[config.mk]
export PLATFORM = sky130hd
export DESIGN_NAME = fpu_cmd_issuer
export DESIGN_NICKNAME = d
export VERILOG_FILES = /design/src/rtl/fpu_pkg.sv /design/src/rtl/fpu_cmd_fifo.sv /design/src/rtl/fpu_cmd_issuer.sv
export SDC_FILE = /design/constraint.sdc
export NUM_CORES = 1
export LEC_CHECK = 0
export ABC_AREA = 1
export CELL_PAD_IN_SITES_DETAIL_PLACEMENT = 0
export CELL_PAD_IN_SITES_GLOBAL_PLACEMENT = 2
export CORE_MARGIN = 2
export CORE_UTILIZATION = 40
export CTS_CLUSTER_DIAMETER = 30
export DETAILED_ROUTE_END_ITERATION = 10
export GPL_TIMING_DRIVEN = 0
export HOLD_SLACK_MARGIN = 0.05
export PLACE_DENSITY = 0.89
export SETUP_SLACK_MARGIN = 0.1
export SYNTH_ARGS = -nofsm -noshare
export SYNTH_HDL_FRONTEND = slang
export SYNTH_HIERARCHICAL = 1
export SYNTH_SLANG_ARGS = --single-unit
[constraint.sdc]
create_clock -name clk -period 10.1 [get_ports clk]
set_input_delay 2.02 -clock clk [delete_from_list [all_inputs] [get_ports clk]]
set_output_delay 2.02 -clock clk [all_outputs]
set_load 0.01 [all_outputs]
[src/rtl/fpu_pkg.sv]
// Shared FPU types and constants: operation encodings, issuer FSM states and FP32 values.
package fpu_pkg;

  typedef enum logic [1:0] {
    FPU_ADD = 2'b00,
    FPU_SUB = 2'b01,
    FPU_MUL = 2'b10,
    FPU_DIV = 2'b11
  } fpu_op_e;

  typedef enum logic [1:0] {
    IDLE  = 2'd0,
    ISSUE = 2'd1,
    RESP  = 2'd2
  } issuer_state_e;

  localparam logic [31:0] FP_ONE  = 32'h3F80_0000;
  localparam logic [31:0] FP_ZERO = 32'h0000_0000;

endpackage

[src/rtl/fpu_cmd_fifo.sv]
// Synchronous command FIFO with registered full/empty; pointers carry one extra wrap bit.
module fpu_cmd_fifo #(
  parameter int DEPTH = 4,
  parameter int WIDTH = 70
) (
  input  logic             clk,
  input  logic             reset,
  input  logic             push,
  input  logic [WIDTH-1:0] wr_data,
  input  logic             pop,
  output logic [WIDTH-1:0] rd_data,
  output logic             full,
  output logic             empty
);

  localparam int AW = $clog2(DEPTH);
  localparam int PW = AW + 1;

  logic [WIDTH-1:0] mem [DEPTH];
  logic [PW-1:0]    wr_ptr, rd_ptr, wr_ptr_nxt, rd_ptr_nxt;
  logic             do_push, do_pop;

  assign do_push    = push & ~full;
  assign do_pop     = pop & ~empty;
  assign wr_ptr_nxt = wr_ptr + PW'(do_push);
  assign rd_ptr_nxt = rd_ptr + PW'(do_pop);
  assign rd_data    = mem[rd_ptr[AW-1:0]];

  // Status is computed from next-state pointers so full/empty come straight from flops.
  always_ff @(posedge clk) begin
    if (reset) begin
      wr_ptr <= '0;
      rd_ptr <= '0;
      full   <= 1'b0;
      empty  <= 1'b1;
    end else begin
      wr_ptr <= wr_ptr_nxt;
      rd_ptr <= rd_ptr_nxt;
      full   <= (wr_ptr_nxt[AW] != rd_ptr_nxt[AW]) &&
                (wr_ptr_nxt[AW-1:0] == rd_ptr_nxt[AW-1:0]);
      empty  <= (wr_ptr_nxt == rd_ptr_nxt);
    end
  end

  always_ff @(posedge clk) begin
    if (do_push) mem[wr_ptr[AW-1:0]] <= wr_data;
  end

endmodule

[src/rtl/fpu_cmd_issuer.sv]
// Queues tagged FPU commands, issues one at a time to the FPU and returns result+tag,
// aborting with rsp_err when the FPU does not answer within TIMEOUT issue cycles.
module fpu_cmd_issuer
  import fpu_pkg::*;
#(
  parameter int CMD_DEPTH = 4,
  parameter int TAG_W     = 4,
  parameter int TIMEOUT   = 64
) (
  input  logic             clk,
  input  logic             reset,
  input  logic             cmd_valid,
  output logic             cmd_ready,
  input  logic [1:0]       cmd_op,
  input  logic [31:0]      cmd_a,
  input  logic [31:0]      cmd_b,
  input  logic [TAG_W-1:0] cmd_tag,
  output logic             fpu_valid,
  output logic [1:0]       fpu_op_sel,
  output logic [31:0]      fpu_din1,
  output logic [31:0]      fpu_din2,
  input  logic [31:0]      fpu_result,
  input  logic             fpu_ready,
  output logic             rsp_valid,
  input  logic             rsp_ready,
  output logic [31:0]      rsp_result,
  output logic [TAG_W-1:0] rsp_tag,
  output logic             rsp_err,
  output logic             busy,
  output issuer_state_e    state_dbg
);

  // Handshakes: a transfer happens on a rising edge where valid && ready; a source holds
  // valid and its payload stable until that edge and never waits on ready to raise valid.

  localparam int FW    = 2 + 32 + 32 + TAG_W;
  localparam int CNT_W = $clog2(TIMEOUT);
  localparam logic [CNT_W-1:0] CNT_MAX = CNT_W'(TIMEOUT - 1);

  logic [FW-1:0]    fifo_rd_data;
  logic             fifo_full, fifo_empty, pop, launch;
  logic [1:0]       q_op;
  logic [31:0]      q_a, q_b;
  logic [TAG_W-1:0] q_tag;

  issuer_state_e    state_q, state_d;
  logic [CNT_W-1:0] cnt_q, cnt_d;
  logic             fpu_valid_q, fpu_valid_d;
  fpu_op_e          op_q, op_d;
  logic [31:0]      din1_q, din1_d, din2_q, din2_d;
  logic [TAG_W-1:0] tag_q, tag_d;
  logic             rsp_valid_q, rsp_valid_d, rsp_err_q, rsp_err_d;
  logic [31:0]      rsp_result_q, rsp_result_d;
  logic [TAG_W-1:0] rsp_tag_q, rsp_tag_d;

  fpu_cmd_fifo #(
    .DEPTH (CMD_DEPTH),
    .WIDTH (FW)
  ) u_fifo (
    .clk     (clk),
    .reset   (reset),
    .push    (cmd_valid),
    .wr_data ({cmd_op, cmd_a, cmd_b, cmd_tag}),
    .pop     (pop),
    .rd_data (fifo_rd_data),
    .full    (fifo_full),
    .empty   (fifo_empty)
  );

  assign {q_op, q_a, q_b, q_tag} = fifo_rd_data;

  always_comb begin
    state_d      = state_q;
    cnt_d        = cnt_q;
    fpu_valid_d  = fpu_valid_q;
    op_d         = op_q;
    din1_d       = din1_q;
    din2_d       = din2_q;
    tag_d        = tag_q;
    rsp_valid_d  = rsp_valid_q;
    rsp_result_d = rsp_result_q;
    rsp_tag_d    = rsp_tag_q;
    rsp_err_d    = rsp_err_q;
    launch       = 1'b0;
    pop          = 1'b0;

    case (state_q)
      IDLE: launch = ~fifo_empty;
      ISSUE: begin
        // The first issue cycle ignores fpu_ready; a ready on the last cycle still wins.
        if (fpu_ready && (cnt_q != '0)) begin
          rsp_result_d = fpu_result;
          rsp_tag_d    = tag_q;
          rsp_err_d    = 1'b0;
          rsp_valid_d  = 1'b1;
          fpu_valid_d  = 1'b0;
          state_d      = RESP;
        end else if (cnt_q == CNT_MAX) begin
          rsp_result_d = FP_ZERO;
          rsp_tag_d    = tag_q;
          rsp_err_d    = 1'b1;
          rsp_valid_d  = 1'b1;
          fpu_valid_d  = 1'b0;
          state_d      = RESP;
        end else begin
          cnt_d = cnt_q + CNT_W'(1);
        end
      end
      RESP: begin
        if (rsp_valid_q && rsp_ready) begin
          rsp_valid_d = 1'b0;
          if (!fifo_empty) launch = 1'b1;
          else             state_d = IDLE;
        end
      end
      default: state_d = IDLE;
    endcase

    if (launch) begin
      pop         = 1'b1;
      op_d        = fpu_op_e'(q_op);
      din1_d      = q_a;
      din2_d      = q_b;
      tag_d       = q_tag;
      cnt_d       = '0;
      fpu_valid_d = 1'b1;
      state_d     = ISSUE;
    end
  end

  always_ff @(posedge clk) begin
    if (reset) begin
      state_q      <= IDLE;
      cnt_q        <= '0;
      fpu_valid_q  <= 1'b0;
      op_q         <= FPU_ADD;
      din1_q       <= '0;
      din2_q       <= '0;
      tag_q        <= '0;
      rsp_valid_q  <= 1'b0;
      rsp_result_q <= '0;
      rsp_tag_q    <= '0;
      rsp_err_q    <= 1'b0;
    end else begin
      state_q      <= state_d;
      cnt_q        <= cnt_d;
      fpu_valid_q  <= fpu_valid_d;
      op_q         <= op_d;
      din1_q       <= din1_d;
      din2_q       <= din2_d;
      tag_q        <= tag_d;
      rsp_valid_q  <= rsp_valid_d;
      rsp_result_q <= rsp_result_d;
      rsp_tag_q    <= rsp_tag_d;
      rsp_err_q    <= rsp_err_d;
    end
  end

  assign cmd_ready  = ~fifo_full;
  assign fpu_valid  = fpu_valid_q;
  assign fpu_op_sel = op_q;
  assign fpu_din1   = din1_q;
  assign fpu_din2   = din2_q;
  assign rsp_valid  = rsp_valid_q;
  assign rsp_result = rsp_result_q;
  assign rsp_tag    = rsp_tag_q;
  assign rsp_err    = rsp_err_q;
  assign busy       = ~fifo_empty || (state_q != IDLE);
  assign state_dbg  = state_q;

endmodule

**Word-level counts from Yosys, hierarchy flattened**

Memory sizes are Yosys's and may differ from the RTL's. A register that Yosys moved wholly into a read port is not among the register bits.
Index checks and enable logic that the tools add are counted.

- Add/sub/neg operators: 3
- Multiply operators: 0
- Div/mod/pow operators: 0
- Order comparisons: 0
- Eq/ne operators: 13
- Shift operators: 0
- Muxes and demuxes: 25
- Bitwise gates (word level): 7
- Reductions and logical operators: 18

Operator list:

| cell | number |
|---|---|
| 32-bit two-way mux | 2 |
| 1-bit two-way mux | 14 |
| 2-bit two-way mux | 4 |
| 4-bit two-way mux | 2 |
| 4-bit AND reduction | 2 |
| 2-bit nonzero test | 4 |
| 3-bit by 1-bit adder with 3-bit output | 2 |
| 6-bit by 1-bit adder with 6-bit output (second input constant) | 1 |
| 6-bit equality test (second input constant) | 1 |
| 3-bit inequality test (second input constant) | 2 |
| 2-bit case mux with 3 select lines | 1 |
| 3-bit AND reduction | 2 |
| 6-bit nonzero test | 1 |
| 1-bit NOT | 5 |
| 2-bit inequality test (second input constant) | 2 |
| 4-bit inequality test (second input constant) | 1 |
| 1-bit case mux with 2 select lines | 2 |
| 2-bit AND reduction | 2 |
| 3-bit equality test | 1 |
| 1-bit logical AND | 3 |
| 3-bit by 2-bit inequality test with 1-bit output (second input constant) | 1 |
| 3-bit nonzero test | 1 |
| 1-bit AND | 2 |
| 2-bit by 1-bit equality test with 1-bit output (second input constant) | 1 |
| other kinds (7) | 7 |

- Register bits after elaboration: 55
- Bits in latches: 0
- Bits in writable memories: 280
- Bits in read-only memories: 0
- Bits of input ports: 107
- Output and inout bits: 109
- Word-level logic and storage cells: 79
- Memories: 1

Memories:

| memory | depth | bits a word | read ports | clocked after Yosys merged registers in | wr ports | RTL line | source |
|---|---|---|---|---|---|---|---|
| u_fifo.mem | 4 | 70 | 1 | 1 | 1 | fpu_cmd_fifo.sv:19 | `logic [WIDTH-1:0] mem [DEPTH];` |

**Depth between registers and ports, before layout**

Gate-level depths: netlist of run 1.

- Depth in word-level cells: 8
- Depth in mapped cells: 15
- Mapped depth without buffers: 14

**By module**

Netlist of run 1, hierarchy kept.

Modules (own cells, without submodules):

| module | instances | cells each | area an instance (µm²) | seq. area each (µm²) |
|---|---|---|---|---|
| fpu_cmd_fifo | 1 | 742 | 11,365.9 | 8,568.2 |
| fpu_cmd_issuer | 1 | 550 | 4,403.0 | 2,342.2 |

**Worst setup path before layout of run 1**

No wires, ideal clock.

- Path kind: input port to flip-flop
- Start: input port cmd_valid
- End: memory u_fifo.mem[0][0], enable pin
- Setup time: 0.585 ns
- Arrival time: 6.994 ns
- Required time: 9.515 ns
- Setup slack: 2.521 ns
- Stages: 4
- Buffers on the path: 0
- Cells stage by stage: inv_1 -> nor2_1 -> inv_1 -> nor3_1

- Word-level cells in the longest chain between the ends: 3

Ends and longest elaborated chain:

| element | RTL line | source |
|---|---|---|
| from (decl) | fpu_cmd_issuer.sv:12 | `input logic cmd_valid,` |
| 1-bit AND | fpu_cmd_fifo.sv:23 | `assign do_push = push & ~full;` |
| 1-bit two-way mux | fpu_cmd_fifo.sv:46 | `if (do_push) mem[wr_ptr[AW-1:0]] <= wr_data;` |
| 1-bit two-way mux (not written as such) | fpu_cmd_fifo.sv:46 |  |
| to (decl) | fpu_cmd_fifo.sv:19 |  |

No other way between the ends.

**Worst setup path in the final report of run 1**

- Start: input port cmd_valid
- End: memory u_fifo.mem[1][51], enable pin

Same word-level chain as after synthesis.

==> flow_summary.json, run 1 <==
{
  "drt_iter0_drc": 544,
  "grt_first_pass_wirelength_um": 62000,
  "nets": 1736,
  "antenna_found_initial": 3,
  "p_leak_uw": 0.00774,
  "min_from": "rsp_result[6]$_SDFFE_PP0P_",
  "track_usage": 0.196,
  "crit_slowest_cell": "nor3_2",
  "synth-xor-area-share": 0.00167,
  "hp-class": "flip-flop to flip-flop",
  "ctsResizeCount": 0,
  "end_kind": "flip-flop",
  "top_layer_used": "met5",
  "ir_drop_v": 0.000134,
  "fmax_ghz": 0.241,
  "htreeDepth": 3,
  "min_to": "rsp_result[6]$_SDFFE_PP0P_",
  "drc": 0,
  "clockBufferDepth": 3,
  "skew_ps": 21.1,
  "synth_ff_type": "edfxtp_1",
  "path_max_fanout": 10,
  "start_util": 0.407,
  "die_y_um": 203,
  "cts-root-buf": "clkbuf_16",
  "grt_overflow_total": 0,
  "seq_area_frac_synth": 0.692,
  "cp-start-kind": "input pin",
  "design.core.area_sq_um": 38700,
  "routed_wl_um": 40900,
  "fin_ws_ps": 5950,
  "tns_ps": 0,
  "die_w_um": 203,
  "finalHoldViolations": 0,
  "arrival_ps": 4420,
  "slowest_delay_ps": 500,
  "viasPerCell": 4.95,
  "worst-path-stages": 10,
  "reg2reg_to": "u_fifo/mem[1][51]$_DFFE_PP_",
  "finalCritPeriodShare": 0.410,
  "synth-edff-count": 280,
  "ys_warn_count": 6,
  "synth-simple-area-share": 0.133,
  "grt_pass1_vias": 11000,
  "relSlewSlack": 0.537,
  "first_pass_iters": 5,
  "async_reset_ff_frac": 0,
  "ios": 216,
  "final_common_cell": "edfxtp_1",
  "syn2layout_area_growth_pct": 38.9,
  "cts_tree": "built",
  "vias": 11000,
  "post_dp_cell_area_sq_um": 19000,
  "post-cts-setup-buffers": 0,
  "synthMuxAreaShare": 0,
  "die_area_sq_um": 41000,
  "maxCapViolations": 0,
  "critPathKind": "input pin to flip-flop",
  "final_cell_mix": "280 x edfxtp_1, 261 x nor2_1, 215 x clkdlybuf4s50_1, 172 x o21ai_0, 125 x dfxtp_1",
  "hpwl_um": 27700,
  "cp_top_family": "buffers and inverters",
  "met2_length_um": 19900,
  "path_buf_inv": 8,
  "cp_cell_sequence": "clkdlybuf4s50_1 -> inv_1 -> nor2_1 -> inv_1 -> nor3_2 -> buf_6 -> buf_8 -> buf_6 -> buf_6 -> buf_6",
  "insertion_delay_ps": 580,
  "syn_inst": 1292,
  "rsz0062_at_grt": "no",
  "synthAdderAreaFrac": 0.00476,
  "cts_hold_buf": 0,
  "r2r_slack_ps": 7590,
  "drive_gt1_frac": 0.187,
  "rr_worst_depth": 8,
  "cp_common_cell": "buf_6",
  "cts_sinks": 405,
  "synth-seq-cells": 405,
  "power_density_nw_per_um2": 248,
  "finalSetupViolations": 0,
  "cts_buffers": 82,
  "dp_slack_ps": 5420,
  "path_clk_slew_ps": 40,
  "met1_length_um": 17100,
  "synth_top_family_by_area": "simple AND/OR/NAND/NOR gates",
  "avgSynthCellArea_sq_um": 12.2,
  "finalMaxSlewViolations": 0,
  "detail-route-antenna-nets": 0,
  "wl_met3_um": 3010,
  "wl_per_cell_um": 18.5,
  "final_area_sq_um": 21900,
  "netlist_area_sq_um": 15800,
  "gp_congestion": 0.800,
  "io_buffers": 215,
  "worst_pin_slew_ps": 690,
  "synth-compound-area-share": 0.126,
  "status": "complete, no violations",
  "layout.cells.non_filler": 2211,
  "synth_nets": 1405,
  "r2r_start": "u_fifo/full$_SDFF_PP0_",
  "placedCellCount": 2057,
  "ys_types": 35,
  "holdPathStages": 2,
  "required_ps": 10380,
  "core.rowCount": 72,
  "grt_max_degree": 12,
  "nFillCells": 3190,
  "min_period_ps": 4150
}
power by group:
part | internal (uW) | switching, uW
logic | 293 | 385
clock network | 1950 | 852
registers | 1910 | 55.0
total | 4150 | 1290
state kept, by name, summed over array words and instances (netlist names):
register and flops:
rsp_err 1, u_fifo/empty 1, state_dbg 2, fpu_op_sel 2
tag_q 4, u_fifo/wr_ptr 3, u_fifo/mem 280, cnt_q 6
fpu_din1 32, rsp_valid 1, fpu_din2 32, u_fifo/full 1
fpu_valid 1, rsp_tag 4, rsp_result 32, u_fifo/rd_ptr 3
stage by stage:
stage               utilization  hold WS [ps]  power, uW
finish                    0.565           455       5440
CTS                       0.565           458       5500
global placement          0.479           447       2660
detailed placement        0.489           451       2670
global route              0.565           468       5640
floorplan                     -           430       2340
final cells by class:
| type | count | area [sq um] | area share |
|---|---|---|---|
| diodes | 1 | 2.50 | 0.000114 |
| plain buffers | 81 | 549 | 0.0251 |
| clock buffers | 108 | 2360 | 0.108 |
| clock inverters | 45 | 587 | 0.0268 |
| inverters | 31 | 121 | 0.00554 |
| multi-input cells | 775 | 4210 | 0.192 |
| flip-flops and latches | 405 | 10900 | 0.498 |
| well taps | 518 | 648 | 0.0296 |
| repair buffers | 247 | 2520 | 0.115 |
cell families (layout without fill, tap and decap cells):
group,count (synthesis),after routing
xor gates and xnor gates,3,3
and+or+nand+nor,440,440
DFF,405,405
AOI/OAI and AO/OA,326,326
buffers and inverters,112,512
other,0,1
adders and majority gates,6,6
worst min-delay path: cells and delay by family (launching register included):
kind,cells,cell delay (ps)
AOI/OAI and AO/OA,1,50
DFF,1,300
and+or+nand+nor,1,60
worst max-delay path by stage:
stage | slack, ps | startpoint | end
final | 5950 | cmd_valid | u_fifo/mem[1][51]$_DFFE_PP_
after global routing | 5810 | cmd_valid | u_fifo/mem[1][51]$_DFFE_PP_
after CTS | 5950 | cmd_valid | u_fifo/mem[1][51]$_DFFE_PP_
after detailed placement | 5420 | cmd_valid | u_fifo/mem[0][48]$_DFFE_PP_
after global placement | -2490 | cmd_valid | u_fifo/mem[3][52]$_DFFE_PP_
after floorplan | 2520 | cmd_valid | u_fifo/mem[0][0]$_DFFE_PP_
Yosys cell counts, types with 7 or more instances:
master | instances | share of area
o22ai_2 | 40 | 0.032
nand3_1 | 46 | 0.015
a21oi_1 | 42 | 0.013
buf_6 | 10 | 0.0071
o21ai_0 | 172 | 0.055
o21ai_1 | 38 | 0.012
clkbuf_1 | 37 | 0.0088
inv_1 | 25 | 0.0060
buf_4 | 7 | 0.0033
nor2_1 | 261 | 0.062
o22ai_1 | 30 | 0.012
buf_2 | 19 | 0.0060
nand2_1 | 77 | 0.018
dfxtp_1 | 125 | 0.16
nor2_4 | 41 | 0.029
edfxtp_1 | 280 | 0.53
routing by layer:
| metal | vias to the layer above | global-route usage |
|---|---|---|
| met5 | - | 0 |
| met4 | 2 | 0.0678 |
| met3 | 53 | 0.0578 |
| met2 | 350 | 0.331 |
| met1 | 5271 | 0.241 |
| li1 | 5276 | - |
No activity file was read; power rests on OpenSTA's default activity.
==> inputs of run 2 (changes only) <==
Settings changed: CORE_UTILIZATION 40 to 37, PLACE_DENSITY 0.89 to 0.84.
Clock period 10.1 ns to 3.9 ns, I/O delays scaled along.
==> run 2 against run 1 <==
  * Core utilization decreased by 3.8 points
  * Highest routed layer unchanged
  * Routed wire length rose by 3.0%
  * Clock power rose to 2.7 times the previous value
  * Sequential cell count unchanged
  * Die area up 7.9%
  * Global-route usage is 0.62 points lower
  * Via count is 0.64% higher
  * Register-to-register slack lost 6100 ps
  * Worst setup slack got worse by 4700 ps
  * Non-clock buffer count down 11
==> flow_summary.json, run 2 (synthesis gave the netlist of run 1 again) <==
{
  "min_to": "rsp_result[18]$_SDFFE_PP0P_",
  "slowest_delay_ps": 550,
  "cts_tree": "built",
  "power_density_nw_per_um2": 644,
  "end_kind": "primary output",
  "final_common_cell": "edfxtp_1",
  "drc": 0,
  "required_ps": 3120,
  "cp_cell_sequence": "inv_1 -> nand3_1 -> clkdlybuf4s50_1",
  "ios": 216,
  "post-cts-setup-buffers": 0,
  "largest_reg_flops": 280,
  "path_buf_inv": 2,
  "die_area_sq_um": 44300,
  "grt_max_degree": 18,
  "antenna_found_initial": 9,
  "viasPerCell": 4.94,
  "nets": 1730,
  "critPathKind": "flip-flop to primary output",
  "grt_overflow_total": 0,
  "cts_buffers": 87,
  "drive_gt1_frac": 0.185,
  "drt_iter0_drc": 642,
  "ctsResizeCount": 0,
  "io_buffers": 215,
  "cts_hold_buf": 0,
  "dp_slack_ps": 612,
  "fin_ws_ps": 1280,
  "status": "complete, no violations",
  "path_clk_slew_ps": 40,
  "gp_congestion": 0.753,
  "path_max_fanout": 5,
  "finalHoldViolations": 0,
  "detail-route-antenna-nets": 0,
  "maxCapViolations": 0,
  "grt_first_pass_wirelength_um": 63900,
  "hpwl_um": 27900,
  "cts-root-buf": "clkbuf_16",
  "ir_drop_v": 0.000442,
  "p_leak_uw": 0.00780,
  "r2r_start": "u_fifo/rd_ptr[1]$_SDFF_PP0_",
  "min_period_ps": 2620,
  "core.rowCount": 75,
  "cts_sinks": 405,
  "die_y_um": 210,
  "track_usage": 0.190,
  "worst_pin_slew_ps": 711,
  "die_w_um": 210,
  "arrival_ps": 1840,
  "grt_pass1_vias": 11400,
  "final_util": 0.528,
  "final_cell_mix": "280 x edfxtp_1, 261 x nor2_1, 215 x clkdlybuf4s50_1, 172 x o21ai_0, 125 x dfxtp_1",
  "rr_worst_depth": 6,
  "min_from": "rsp_result[18]$_SDFFE_PP0P_",
  "syn2layout_area_growth_pct": 40.7,
  "insertion_delay_ps": 600,
  "fmax_ghz": 0.382,
  "routed_wl_um": 42100,
  "cp_top_family": "buffers and inverters",
  "finalSetupViolations": 0,
  "hp-class": "flip-flop to flip-flop",
  "relSlewSlack": 0.524,
  "clockBufferDepth": 3,
  "start_util": 0.375,
  "holdPathStages": 2,
  "design.core.area_sq_um": 42000,
  "r2r_slack_ps": 1540,
  "htreeDepth": 3,
  "wl_per_cell_um": 18.9,
  "finalMaxSlewViolations": 0,
  "rsz0062_at_grt": "no",
  "cp-start-kind": "flip-flop",
  "finalCritPeriodShare": 0.671,
  "vias": 11000,
  "first_pass_iters": 4,
  "reg2reg_to": "fpu_din1[5]$_SDFFE_PP0P_",
  "crit_slowest_cell": "clkdlybuf4s50_1",
  "skew_ps": 19.5
}
## run 2: changes by cell type in the layout (fill, tap and decap cells not counted), moves of 4 or more
| cell | delta |
|---|---|
| buf_6 | -25 |
| buf_16 | +16 |
| clkinv_1 | +4 |
| nor3_2 | -4 |
| nor3_4 | +4 |
## run 2: metrics by stage
| stage | TNS [ps] | cell area (sq um) | hold slack, ps | cells | total power (uW) |
|---|---|---|---|---|---|
| finish | 0 | 22200 | 456 | 2232 | 14300 |
| global route | 0 | 22200 | 478 | 2230 | 14800 |
| CTS | 0 | 22200 | 457 | 2229 | 14500 |
| detailed placement | 0 | 19200 | 451 | 2067 | 6970 |
| global placement | -960770 | 18600 | 446 | 2046 | 6890 |
| floorplan | -87640 | 15800 | 430 | 1292 | 6060 |
## run 2: power breakdown
group	switching [uW]	internal (uW)	total (uW)
logic	1020	780	1800
registers	143	4940	5080
clock network	2370	5050	7420
total	3530	10800	14300
## run 2: layout make-up
class | instances | area, sq um
Timing Repair Buffer | 236 | 2660
Sequential cell | 405 | 10900
Buffer | 81 | 549
Multi-Input combinational cell | 775 | 4230
Inverter | 31 | 121
Clock buffer | 104 | 2310
Clock inverter | 58 | 718
Antenna cell | 3 | 7.51
Fill cell | 3594 | 19900
Tap cell | 539 | 674
## run 2: worst max path at each step
| stage | cells after the start | slack [ps] | startpoint | end |
|---|---|---|---|---|
| floorplan | 4 | -310 | cmd_valid | u_fifo/mem[0][0]$_DFFE_PP_ |
| CTS | 8 | 1240 | cmd_valid | u_fifo/mem[0][25]$_DFFE_PP_ |
| global route | 8 | 1180 | cmd_valid | u_fifo/mem[0][25]$_DFFE_PP_ |
| detailed placement | 8 | 610 | cmd_valid | u_fifo/mem[0][52]$_DFFE_PP_ |
| global placement | 5 | -3540 | cmd_valid | u_fifo/mem[3][52]$_DFFE_PP_ |
| finish | 3 | 1280 | state_dbg[1]$_SDFFE_PP0P_ | busy |
## run 2: worst min-delay path: cells and delay by family, from the launching register on
| family | cells | cell delay [ps] |
|---|---|---|
| compound gates | 1 | 50 |
| flops | 1 | 300 |
| simple gates | 1 | 60 |
## run 2: routing by layer
layer	global-route usage	share of wire
met5	0	0.0016
met4	0.0707	0.026
met3	0.0594	0.069
met2	0.333	0.50
met1	0.218	0.41
==> inputs of run 3 (changes only) <==
Clock period 3.9 ns to 2.5 ns, I/O delays scaled along.
==> run 3 against run 2 <==
  * Combinational power rose by 54%
  * Sequential power increased by 56%
  * Clock-buffer cell count rose by 1
  * Sequential share of layout area grew 0.43 points
  * Die area is the same
  * Global-route usage fell by 0.36 points
  * Non-clock buffer count down 2
  * Register-to-register slack got worse by 1300 ps
  * Clock skew is 8.7 ps higher
  * Largest cell class unchanged
==> flow_summary.json, run 3 (synthesis gave the netlist of run 1 again) <==
{
  "rsz0062_at_grt": "no",
  "hpwl_um": 27400,
  "nFillCells": 3626,
  "insertion_delay_ps": 590,
  "cts_buffers": 85,
  "post-cts-setup-buffers": 0,
  "finalPower_uw": 21900,
  "path_max_fanout": 13,
  "clockBufferDepth": 3,
  "largest_reg_flops": 280,
  "finalSetupViolations": 0,
  "viasPerCell": 4.91,
  "maxCapViolations": 0,
  "cts-root-buf": "clkbuf_16",
  "skew_ps": 28.2,
  "finalHoldViolations": 0,
  "crit_slowest_cell": "nor3_4",
  "holdPathStages": 2,
  "arrival_ps": 2580,
  "rr_worst_depth": 5,
  "r2r_start": "u_fifo/wr_ptr[1]$_SDFF_PP0_",
  "required_ps": 2790,
  "antenna_found_initial": 4,
  "drc": 0,
  "final_cell_mix": "280 x edfxtp_1, 260 x nor2_1, 215 x clkdlybuf4s50_1, 172 x o21ai_0, 123 x dfxtp_1",
  "io_buffers": 215,
  "cp-start-kind": "input pin",
  "antenna_cells": 0,
  "drt_iter0_drc": 578,
  "worst-path-stages": 8,
  "hp-class": "flip-flop to flip-flop",
  "p_leak_uw": 0.00775,
  "critPathKind": "input pin to flip-flop",
  "multi_input_area_sq_um": 4240,
  "path_buf_inv": 6,
  "fin_ws_ps": 208,
  "relSlewSlack": 0.443,
  "die_y_um": 210,
  "syn2layout_area_growth_pct": 39.5,
  "cp_common_cell": "buf_8",
  "dp_slack_ps": -472,
  "grt_first_pass_wirelength_um": 62500,
  "wl_per_cell_um": 18.6,
  "finalCritPeriodShare": 0.917,
  "die_area_sq_um": 44300,
  "first_pass_iters": 5,
  "die_w_um": 210,
  "worstSetupStartpoint": "cmd_valid",
  "grt_max_degree": 18,
  "status": "complete, no violations",
  "design.core.area_sq_um": 42000,
  "start_util": 0.375,
  "ctsResizeCount": 1,
  "slowest_delay_ps": 640,
  "ir_drop_v": 0.000685,
  "end_kind": "flip-flop",
  "core.rowCount": 75,
  "cts_hold_buf": 0,
  "power_density_nw_per_um2": 996,
  "gp_congestion": 0.775,
  "routed_wl_um": 41400,
  "cts_tree": "built",
  "r2r_slack_ps": 260,
  "grt_pass1_vias": 11000,
  "nets": 1726,
  "hold_slack_ps": 455,
  "worst_pin_slew_ps": 833,
  "cts_sinks": 405,
  "finalMaxSlewViolations": 0,
  "track_usage": 0.186,
  "cp_cell_sequence": "clkdlybuf4s50_1 -> inv_8 -> nor2_4 -> inv_4 -> nor3_4 -> buf_16 -> buf_8 -> buf_8",
  "grt_overflow_total": 0,
  "drive_gt1_frac": 0.189,
  "ff_latch_area_sq_um": 10900,
  "htreeDepth": 3,
  "fmax_ghz": 0.436,
  "min_period_ps": 2290,
  "ios": 216,
  "path_clk_slew_ps": 40,
  "detail-route-antenna-nets": 0,
  "cp_top_family": "buffers and inverters",
  "min_from": "rsp_result[27]$_SDFFE_PP0P_",
  "final_common_cell": "edfxtp_1",
  "vias": 10900
}
-- run 3: final timing paths --
path | to
worst min-delay path | rsp_result[27]$_SDFFE_PP0P_
worst max register to register | u_fifo/mem[3][25]$_DFFE_PP_
worst max-delay path | u_fifo/mem[3][25]$_DFFE_PP_
worst min register to register | rsp_result[27]$_SDFFE_PP0P_
-- run 3: power by group --
part	switching, uW	total [uW]	internal (uW)
clock	3580	11200	7640
combinational	1580	2780	1200
sequential	220	7920	7700
total	5380	21900	16500
-- run 3: metal layers --
metal | track usage | wire, um
met1 | 0.226 | 17300
met2 | 0.316 | 20300
met3 | 0.0554 | 2660
met4 | 0.0668 | 1120
met5 | 0 | 54
-- run 3: area by class of cell --
| type | count | area share |
|---|---|---|
| plain buffers | 81 | 0.0250 |
| clock buffers | 105 | 0.107 |
| clock inverters | 54 | 0.0266 |
| inverters | 31 | 0.00597 |
| multi-input cells | 775 | 0.193 |
| flip-flops and latches | 405 | 0.496 |
| well taps | 539 | 0.0307 |
| repair buffers | 234 | 0.116 |
-- run 3: worst min-delay path: cells and delay by family, from the launching register on --
family	cells	cell delay (ps)
flip-flops	1	300
AND/OR/NAND/NOR	1	60
AO/OA/AOI/OAI	1	50
-- run 3: stage by stage --
| step | instances | TNS (ps) | instance area [sq um] | util |
|---|---|---|---|---|
| after floorplan | 1292 | -87130 | 15800 | - |
| after global placement | 2046 | -686850 | 18700 | 0.444 |
| after detailed placement | 2065 | -49440 | 19100 | 0.453 |
| after CTS | 2224 | 0 | 22000 | 0.523 |
| after global routing | 2224 | 0 | 22000 | 0.523 |
| final | 2224 | 0 | 22000 | 0.523 |
